$ cat config.mk
export PLATFORM = sky130hd
export DESIGN_NAME = hack_serial_tx_flat
export DESIGN_NICKNAME = d
export VERILOG_FILES = /design/src/rtl/hack_serial_tx_pkg.sv /design/src/rtl/hack_serial_tx_if.sv /design/src/rtl/hack_serial_tx_byte_fifo.sv /design/src/rtl/hack_serial_tx.sv /design/src/flat_wrapper.sv
export SDC_FILE = /design/constraint.sdc
export NUM_CORES = 1
export LEC_CHECK = 0
export ABC_AREA = 1
export CORE_ASPECT_RATIO = 1.75
export CORE_MARGIN = 4
export CORE_UTILIZATION = 50
export DETAILED_ROUTE_END_ITERATION = 16
export PLACE_DENSITY = 0.71
export SYNTH_ARGS = -nofsm -noshare
export SYNTH_HDL_FRONTEND = slang
export SYNTH_SLANG_ARGS = --single-unit
$ cat constraint.sdc
create_clock -name clk -period 2.7 [get_ports clk]
set_input_delay 0.54 -clock clk [delete_from_list [all_inputs] [get_ports clk]]
set_output_delay 0.54 -clock clk [all_outputs]
set_load 0.02 [all_outputs]
$ cat src/rtl/hack_serial_tx_pkg.sv
// Shared definitions for the Hack memory-mapped serial transmitter:
// register addresses, status bit positions and transmit FSM states.
package hack_serial_tx_pkg;

  localparam logic ADDR_DATA   = 1'b0;
  localparam logic ADDR_STATUS = 1'b1;

  localparam int STAT_BUSY     = 0;
  localparam int STAT_FULL     = 1;
  localparam int STAT_OVERFLOW = 2;

  localparam int BAUD_W    = 16;
  localparam int BIT_IDX_W = 3;

  typedef enum logic [1:0] {
    ST_IDLE  = 2'd0,
    ST_START = 2'd1,
    ST_DATA  = 2'd2,
    ST_STOP  = 2'd3
  } txState_t;

  function automatic logic [15:0] packStatus(input logic overflow, input logic full,
                                             input logic busy);
    return {13'b0, overflow, full, busy};
  endfunction

endpackage

$ cat src/rtl/hack_serial_tx_if.sv
// Hack data-memory bus slice seen by the serial transmitter: CPU write data,
// write strobe, one-bit register select and combinational read data.
interface hack_serial_tx_if;
  logic [15:0] in;
  logic        load;
  logic        address;
  logic [15:0] out;

  modport master (output in, output load, output address, input out);
  modport slave  (input in, input load, input address, output out);
endinterface

$ cat src/rtl/hack_serial_tx_byte_fifo.sv
// Small show-ahead FIFO; dout always presents the head entry. A push while
// full is accepted only when a pop happens on the same edge.
module byte_fifo #(
  parameter int WIDTH = 8,
  parameter int DEPTH = 4
) (
  input  logic                       clk,
  input  logic                       reset,
  input  logic                       push,
  input  logic                       pop,
  input  logic [WIDTH-1:0]           din,
  output logic [WIDTH-1:0]           dout,
  output logic                       full,
  output logic                       empty,
  output logic [$clog2(DEPTH+1)-1:0] count
);

  localparam int PTR_W = $clog2(DEPTH);
  localparam int CNT_W = $clog2(DEPTH+1);

  logic [WIDTH-1:0] memQ [DEPTH];
  logic [PTR_W-1:0] wrPtr_q, wrPtr_d;
  logic [PTR_W-1:0] rdPtr_q, rdPtr_d;
  logic [CNT_W-1:0] count_q, count_d;
  logic             pushOk;
  logic             popOk;

  assign full   = (count_q == CNT_W'(DEPTH));
  assign empty  = (count_q == '0);
  assign count  = count_q;
  assign dout   = memQ[rdPtr_q];
  assign popOk  = pop && !empty;
  assign pushOk = push && (!full || popOk);

  // DEPTH is a power of two, so pointers wrap naturally at PTR_W bits.
  always_comb begin
    wrPtr_d = wrPtr_q;
    rdPtr_d = rdPtr_q;
    count_d = count_q;
    if (pushOk) wrPtr_d = wrPtr_q + PTR_W'(1);
    if (popOk)  rdPtr_d = rdPtr_q + PTR_W'(1);
    if (pushOk && !popOk) count_d = count_q + CNT_W'(1);
    if (popOk && !pushOk) count_d = count_q - CNT_W'(1);
  end

  always_ff @(posedge clk) begin
    if (reset) begin
      wrPtr_q <= '0;
      rdPtr_q <= '0;
      count_q <= '0;
    end else begin
      wrPtr_q <= wrPtr_d;
      rdPtr_q <= rdPtr_d;
      count_q <= count_d;
    end
  end

  always_ff @(posedge clk) begin
    if (pushOk) memQ[wrPtr_q] <= din;
  end

endmodule

$ cat src/rtl/hack_serial_tx.sv
// Memory-mapped 8N1 UART transmitter for the Hack data bus: CPU writes bytes
// into a FIFO, the FSM shifts them out LSB first on a registered tx line.
module hack_serial_tx
  import hack_serial_tx_pkg::*;
#(
  parameter int CLKS_PER_BIT = 868,
  parameter int FIFO_DEPTH   = 4
) (
  input  logic              clk,
  input  logic              reset,
  hack_serial_tx_if.slave   bus,
  output logic              tx
);

  localparam int CNT_W = $clog2(FIFO_DEPTH+1);

  txState_t             state_q, state_d;
  logic [BAUD_W-1:0]    baud_q, baud_d;
  logic [BIT_IDX_W-1:0] bitIdx_q, bitIdx_d;
  logic [7:0]           shift_q, shift_d;
  logic                 tx_q, tx_d;
  logic                 overflow_q, overflow_d;
  logic [7:0]           lastByte_q, lastByte_d;

  logic             dataWrite;
  logic             statusWrite;
  logic             fifoPop;
  logic             fifoFull;
  logic             fifoEmpty;
  logic [7:0]       fifoDout;
  logic [CNT_W-1:0] fifoCount;
  logic             baudDone;
  logic             busy;
  logic             unusedBits;

  assign dataWrite   = bus.load && (bus.address == ADDR_DATA);
  assign statusWrite = bus.load && (bus.address == ADDR_STATUS);
  assign baudDone    = (baud_q == BAUD_W'(CLKS_PER_BIT - 1));
  assign busy        = (state_q != ST_IDLE) || !fifoEmpty;
  assign tx          = tx_q;
  assign unusedBits  = ^{bus.in[15:8], fifoCount};

  byte_fifo #(
    .WIDTH (8),
    .DEPTH (FIFO_DEPTH)
  ) u_fifo (
    .clk   (clk),
    .reset (reset),
    .push  (dataWrite),
    .pop   (fifoPop),
    .din   (bus.in[7:0]),
    .dout  (fifoDout),
    .full  (fifoFull),
    .empty (fifoEmpty),
    .count (fifoCount)
  );

  always_comb begin
    bus.out = {8'b0, lastByte_q};
    if (bus.address == ADDR_STATUS) bus.out = packStatus(overflow_q, fifoFull, busy);
  end

  // A fresh overflow on the same edge as a clear must win, so set is applied last.
  always_comb begin
    overflow_d = overflow_q;
    lastByte_d = lastByte_q;
    if (statusWrite && bus.in[STAT_OVERFLOW]) overflow_d = 1'b0;
    if (dataWrite && fifoFull && !fifoPop)    overflow_d = 1'b1;
    if (dataWrite && (!fifoFull || fifoPop))  lastByte_d = bus.in[7:0];
  end

  always_comb begin
    state_d  = state_q;
    baud_d   = baud_q;
    bitIdx_d = bitIdx_q;
    shift_d  = shift_q;
    tx_d     = tx_q;
    fifoPop  = 1'b0;
    case (state_q)
      ST_IDLE: begin
        tx_d = 1'b1;
        if (!fifoEmpty) begin
          fifoPop = 1'b1;
          shift_d = fifoDout;
          tx_d    = 1'b0;
          baud_d  = '0;
          state_d = ST_START;
        end
      end
      ST_START: begin
        if (baudDone) begin
          baud_d   = '0;
          bitIdx_d = '0;
          tx_d     = shift_q[0];
          state_d  = ST_DATA;
        end else begin
          baud_d = baud_q + BAUD_W'(1);
        end
      end
      ST_DATA: begin
        if (baudDone) begin
          baud_d = '0;
          if (bitIdx_q == BIT_IDX_W'(7)) begin
            tx_d    = 1'b1;
            state_d = ST_STOP;
          end else begin
            bitIdx_d = bitIdx_q + BIT_IDX_W'(1);
            shift_d  = {1'b0, shift_q[7:1]};
            tx_d     = shift_q[1];
          end
        end else begin
          baud_d = baud_q + BAUD_W'(1);
        end
      end
      ST_STOP: begin
        if (baudDone) begin
          baud_d = '0;
          // Chain straight into the next start bit so frames have no idle gap.
          if (!fifoEmpty) begin
            fifoPop = 1'b1;
            shift_d = fifoDout;
            tx_d    = 1'b0;
            state_d = ST_START;
          end else begin
            tx_d    = 1'b1;
            state_d = ST_IDLE;
          end
        end else begin
          baud_d = baud_q + BAUD_W'(1);
        end
      end
      default: begin
        tx_d    = 1'b1;
        state_d = ST_IDLE;
      end
    endcase
  end

  always_ff @(posedge clk) begin
    if (reset) begin
      state_q    <= ST_IDLE;
      baud_q     <= '0;
      bitIdx_q   <= '0;
      shift_q    <= '0;
      tx_q       <= 1'b1;
      overflow_q <= 1'b0;
      lastByte_q <= '0;
    end else begin
      state_q    <= state_d;
      baud_q     <= baud_d;
      bitIdx_q   <= bitIdx_d;
      shift_q    <= shift_d;
      tx_q       <= tx_d;
      overflow_q <= overflow_d;
      lastByte_q <= lastByte_d;
    end
  end

endmodule

$ cat src/flat_wrapper.sv
// flat-port wrapper written by rule: the top's interface ports become plain ports
module hack_serial_tx_flat import hack_serial_tx_pkg::*;
#(
  parameter int CLKS_PER_BIT = 868,
  parameter int FIFO_DEPTH   = 4
)
  (clk, reset, tx, bus_in, bus_load, bus_address, bus_out);
  hack_serial_tx_if bus_i ();
  input  logic clk;
  input  logic reset;
  output logic tx;
  input wire logic [$bits(bus_i.in)-1:0] bus_in;
  input wire logic [$bits(bus_i.load)-1:0] bus_load;
  input wire logic [$bits(bus_i.address)-1:0] bus_address;
  output wire logic [$bits(bus_i.out)-1:0] bus_out;
  assign bus_i.in = bus_in;
  assign bus_i.load = bus_load;
  assign bus_i.address = bus_address;
  assign bus_out = bus_i.out;
  hack_serial_tx #(.CLKS_PER_BIT(CLKS_PER_BIT), .FIFO_DEPTH(FIFO_DEPTH)) u_core (.clk(clk), .reset(reset), .bus(bus_i), .tx(tx));
endmodule
==> flow_summary.toml, run 1 <==
[sta]
hold_viol_final = 0
finalClockSkew_ps = 5.95
final.period_utilization = 0.935
fin_crit_ps = 2520
grt_setup_unrepaired = "false"
relSlewSlack = 0.651
worst_pin_slew_ps = 523
setup_viol = 0
max_clock_freq_ghz = 0.396
final.setup.worst_slack_ps = 176
finalSetupTns_ps = 0
final_max_slew_viol_count = 0

[power]
total_power_w = 0.00431
p_leak_nw = 1.88
clockPowerShare = 0.321
power_density_nw_per_um2 = 943
p_comb_frac = 0.331
switching_share = 0.353
seqPwrFrac = 0.348
p_int_w = 0.00279
p_switching_w = 0.00152
irDropWorstVdd_uv = 591

[outcome]
status = "completed"

[placed_design]
gp_congestion = 0.837
dp_hpwl_mm = 5.85
post-place-ws_ps = 160
io_buffers = 20

[clock_network]
cts_resized = 0
holdBufCountCts = 0
cts_buffers = 9
clk_pin_slew_ps = 60
htree_levels = 3
clock_sinks = 80
cts_tree = "yes"
clock_latency_ps = 330
root_buffer = "clkbuf_16"
postCtsSetupBuffers = 0
ctsLongestPathBuffers = 2

[route]
wl_per_cell_um = 13.2
viasPerCell = 5.20
wl_mm = 8.10
dr.pass1.iters = 4
drc = 0
vias = 3188
drt_iter0_drc = 148
ant_nets = 0

[critical_path]
cp_slowest_cell = "clkdlybuf4s50_1"
max_stage_delay_ps = 630
path_class = "input pin to output pin"
path_cells = "clkdlybuf4s50_1 -> inv_1 -> o21ai_0 -> clkdlybuf4s50_1"
critPathLaunchType = "input pin"
path_common_cell = "clkdlybuf4s50_1"
worst_path_dominant_cell_family = "buffers and inverters"
cp-end-kind = "output pin"
crit_path_max_fanout = 6
cp_num_buf_inv = 3
required_ps = 2160
critical_path_arrival_ps = 1980

[floorplanning]
core_um2 = 7620
die_h_um = 125
start_util = 0.516
io_pins = 37
fp.dieW_um = 75.0
dieArea_um2 = 9400
fp-row-count = 42

[global_route]
use_met1 = 0.186
grt_overflow_total = 0
use_met2 = 0.354
grt_usage = 0.189
grt_pass1_vias = 3194
busiest_layer = "met2"
grt_max_degree = 29
use_met3 = 0.0410
grt_pass1_wl_mm = 13.8
antenna_found_initial = 0

[logic_synthesis]
synth_edf_count = 32
synth_cell_type_count = 35
async_flop_share = 0
synth_ff_type = "dfxtp_1"
synth.avg_cell_area_um2 = 7.97
synth_area_um2 = 3930
yosysWarnings = 0
seq_area_frac_synth = 0.489
ys_ff_latch = 80
synthCells = 493

[cells_and_area]
drive_gt1_frac = 0.0895
area_growth_pct = 16.3
n_antenna_cell = 0
finalNetCount = 555

[job]
maxCapViolCount = 0

[worst_hold_path]
hold_class = "flip-flop to flip-flop"
==> path summary, 6_finish.rpt <==
| path | to | start | cells past startpoint | slack (ps) |
|---|---|---|---|---|
| min | u_core.bitIdx_q[1]$_SDFFE_PP0P_ | u_core.bitIdx_q[1]$_SDFFE_PP0P_ | 2 | 480 |
| max reg2reg | u_core.u_fifo.count[2]$_SDFFE_PP0P_ | u_core.state_q[0]$_SDFFE_PP0P_ | 12 | 270 |
| min reg2reg | u_core.bitIdx_q[1]$_SDFFE_PP0P_ | u_core.bitIdx_q[1]$_SDFFE_PP0P_ | 2 | 480 |
| max | bus_out[1] | bus_address | 4 | 180 |
==> cells in the final DEF, fill, tap and decap left out, types with 2 or more instances in the layout <==
master / n
nand2_1: 87
nor2_1: 79
inv_1: 55
dfxtp_1: 48
a21oi_1: 43
o21ai_0: 37
edfxtp_1: 32
nand3_1: 27
clkdlybuf4s50_1: 19
ha_1: 13
buf_4: 13
o21ai_1: 9
clkbuf_16: 9
conb_1: 8
nor3_1: 6
nand4_1: 6
nand2_2: 4
inv_2: 3
nand3_2: 3
bufinv_16: 3
nor2_2: 2
nand2_4: 2
nor3_2: 2
inv_6: 2
==> Yosys cell counts (5+ instances only) <==
master | number | area (um^2)
a21oi_1 | 43 | 215
buf_2 | 7 | 35.0
buf_4 | 8 | 60.1
clkbuf_1 | 5 | 18.8
dfxtp_1 | 48 | 961
edfxtp_1 | 32 | 961
ha_1 | 13 | 163
inv_1 | 55 | 206
nand2_1 | 87 | 327
nand3_1 | 28 | 140
nand4_1 | 6 | 37.5
nor2_1 | 79 | 297
nor3_1 | 6 | 30.0
o21ai_0 | 37 | 185
o21ai_1 | 9 | 45.0
==> sequential cells by signal (all words and copies together) (netlist names), named ones only <==
signal,flops
u_core.tx,1
u_core.shift_q,8
u_core.bitIdx_q,3
u_core.u_fifo.memQ,32
u_core.overflow_q,1
u_core.baud_q,16
u_core.lastByte_q,8
u_core.u_fifo.rdPtr_q,2
u_core.state_q,2
u_core.u_fifo.wrPtr_q,2
u_core.u_fifo.count,3
==> final cells by class <==
class / instances / area (um^2)
fill: 686 / 3050
clock inverter: 6 / 116
inverter: 59 / 221
timing repair buffer: 33 / 300
multi-input combinational: 338 / 1670
tap: 88 / 110
sequential: 80 / 1920
clock buffer: 9 / 225
==> cells by family after synthesis <==
logic type      Yosys count  share of synthesized area
other cells               1                   0.000954
buf+inv                  82                     0.0930
simple gates            221                      0.243
flops                    80                      0.489
fa+ha+maj                14                     0.0465
compound gates           95                      0.127
==> power groups by stage <==
stage	Clock [W]	Sequential, W	Combinational [W]
after floorplan	0	0.00150	0.00108
after global placement	0	0.00152	0.00139
after detailed placement	0	0.00152	0.00142
after CTS	0.00141	0.00150	0.00143
after global routing	0.00147	0.00152	0.00164
final	0.00138	0.00150	0.00143
==> layer usage <==
metal	share of wire	vias up	routed length [um]
li1	-	1650	-
met1	0.38	1466	3070
met2	0.57	58	4620
met3	0.028	14	229
met4	0.023	0	187
met5	0	-	0
==> per-stage QoR <==
| step | util | hold slack, ps | instances | area [um^2] |
|---|---|---|---|---|
| finish | 0.600 | 477 | 613 | 4570 |
| detailed placement | 0.554 | 469 | 598 | 4220 |
| global placement | 0.554 | 452 | 598 | 4220 |
| floorplan | - | 445 | 500 | 3960 |
| global route | 0.600 | 491 | 613 | 4570 |
| CTS | 0.599 | 478 | 613 | 4560 |
==> worst reg2reg max path, cell delays in order, from the launching register on <==
cell and delay, ps:
dfxtp_1 380, inv_1 120, ha_1 340, inv_1 140
nand3_2 130, nand2_2 140, ha_1 150, inv_1 60
fa_1 380, a21oi_1 140, o21ai_0 110, o21ai_0 160
a21oi_1 50
No activity file was read; power rests on OpenSTA's default activity.
==> run 2: changes to the inputs <==
- clock period: 2.7 -> 2.46 ns (I/O delays scaled with it)
==> flow_summary.toml, run 2 (synthesized netlist as in run 1, its figures left out) <==
[global_route]
grt_overflow_total = 0
grt_pass1_wl_mm = 13.4
grt_usage = 0.188
grt_pass1_vias = 3128
antenna_found_initial = 0
grt_max_degree = 22

[route]
ant_nets = 0
dr_wl_met2_mm = 4.60
wl_per_cell_um = 13.1
drc = 0
met3_length_um = 269
dr.pass1.iters = 4
vias = 3199
top_layer = "met4"
wl_mm = 8.08
viasPerCell = 5.18
drt_iter0_drc = 116
wl_met1_mm = 2.97

[cells_and_area]
largest_reg_flops = 32
final_common_cell = "nand2_1"
largest_registers = "u_core.u_fifo.memQ x32, u_core.baud_q x16"
drive_gt1_frac = 0.111
multi_input_area_um2 = 1690
regArea_um2 = 1930
stdcell_count = 618
largest_register = "u_core.u_fifo.memQ"
area_growth_pct = 17.6
final_cell_mix = "nand2_1, nor2_1, inv_1, dfxtp_1, a21oi_1"
n_antenna_cell = 0
finalNetCount = 560
fillers = 672

[sta]
final_max_slew_viol_count = 0
hold_viol_final = 0
worst_pin_slew_ps = 537
relSlewSlack = 0.641
grt_setup_unrepaired = "false"
max_clock_freq_ghz = 0.429
final.period_utilization = 0.948
finalSetupTns_ps = 0
finalClockSkew_ps = 6.23
final.setup.worst_slack_ps = 129
fin_crit_ps = 2330
hold_ws_ps = 470
setup_viol = 0

[clock_network]
clock_sinks = 80
ctsLongestPathBuffers = 2
clock_latency_ps = 340
cts_tree = "yes"
root_buffer = "clkbuf_16"
cts_buffers = 9
holdBufCountCts = 0
htree_levels = 3
clk_pin_slew_ps = 60

[floorplanning]
core_um2 = 7620
start_util = 0.516
dieArea_um2 = 9400
fp-row-count = 42
fp.dieW_um = 75.0
die_h_um = 125
io_pins = 37

[placed_design]
io_buffers = 20
gp_congestion = 0.842
dp_hpwl_mm = 5.77
post-place-ws_ps = 18.6
dpl.cell_count = 602

[critical_path]
path_class = "input pin to output pin"
cp-end-kind = "output pin"
required_ps = 1970
critPathLaunchType = "input pin"
critical_path_arrival_ps = 1840
crit_path_max_fanout = 5

[worst_hold_path]
hold_class = "flip-flop to flip-flop"

[power]
power_density_nw_per_um2 = 1030
irDropWorstVdd_uv = 638
p_leak_nw = 1.90
total_power_w = 0.00478

[job]
maxCapViolCount = 0

[outcome]
status = "completed"
run 2: changes by cell type in the layout (fill, tap and decap cells not counted), sizes merged:
cell,change
inv,-2
buf,+5
clkdlybuf4s50,-1
clkinvlp,+2
dlygate4sd2,+1
run 2: area by class of cell:
class	instances	area share
sequential	80	0.417
multi-input combinational	338	0.366
timing repair buffer	38	0.0728
clock buffer	9	0.0487
inverter	59	0.0479
tap	88	0.0238
clock inverter	6	0.0235
run 2: final timing paths:
path | depth (start not counted) | slack (ps) | to | startpoint
setup / recovery | 4 | 130 | bus_out[3] | bus_address
hold / removal | 2 | 470 | u_core.shift_q[7]$_SDFFE_PP0P_ | u_core.shift_q[7]$_SDFFE_PP0P_
setup reg to reg | 12 | 200 | u_core.u_fifo.count[2]$_SDFFE_PP0P_ | u_core.baud_q[0]$_SDFFE_PP0N_
hold reg to reg | 2 | 470 | u_core.shift_q[7]$_SDFFE_PP0P_ | u_core.shift_q[7]$_SDFFE_PP0P_
run 2: critical path: stages:
cell	delay (ps)
clkdlybuf4s50_1	460
buf_4	180
nor2_1	100
clkdlybuf4s50_1	610
run 2: routing by layer:
metal	GRT usage	vias up
li1	-	1662
met1	0.175	1472
met2	0.345	47
met3	0.0618	18
met4	0.0901	0
met5	0	-
run 2: through the flow:
stage	cell area, um^2	util
global placement	4250	0.558
floorplan	3960	-
detailed placement	4250	0.558
CTS	4580	0.601
global route	4620	0.607
finish	4620	0.607
run 2: timing repair:
action | CTS | global route
setup endpoints to repair | 1 | 3
pin swaps | 0 | 1
resized for setup | 1 | 12
setup buffers | 0 | 1
cloned | 0 | 0
run 2: where the power goes:
group / leakage (nW) / internal (W) / switching [W] / total [W]
Sequential: 0.684 / 0.00155 / 0.000103 / 0.00165
Clock: 0.155 / 0.000980 / 0.000506 / 0.00149
Combinational: 1.06 / 0.000590 / 0.00105 / 0.00164
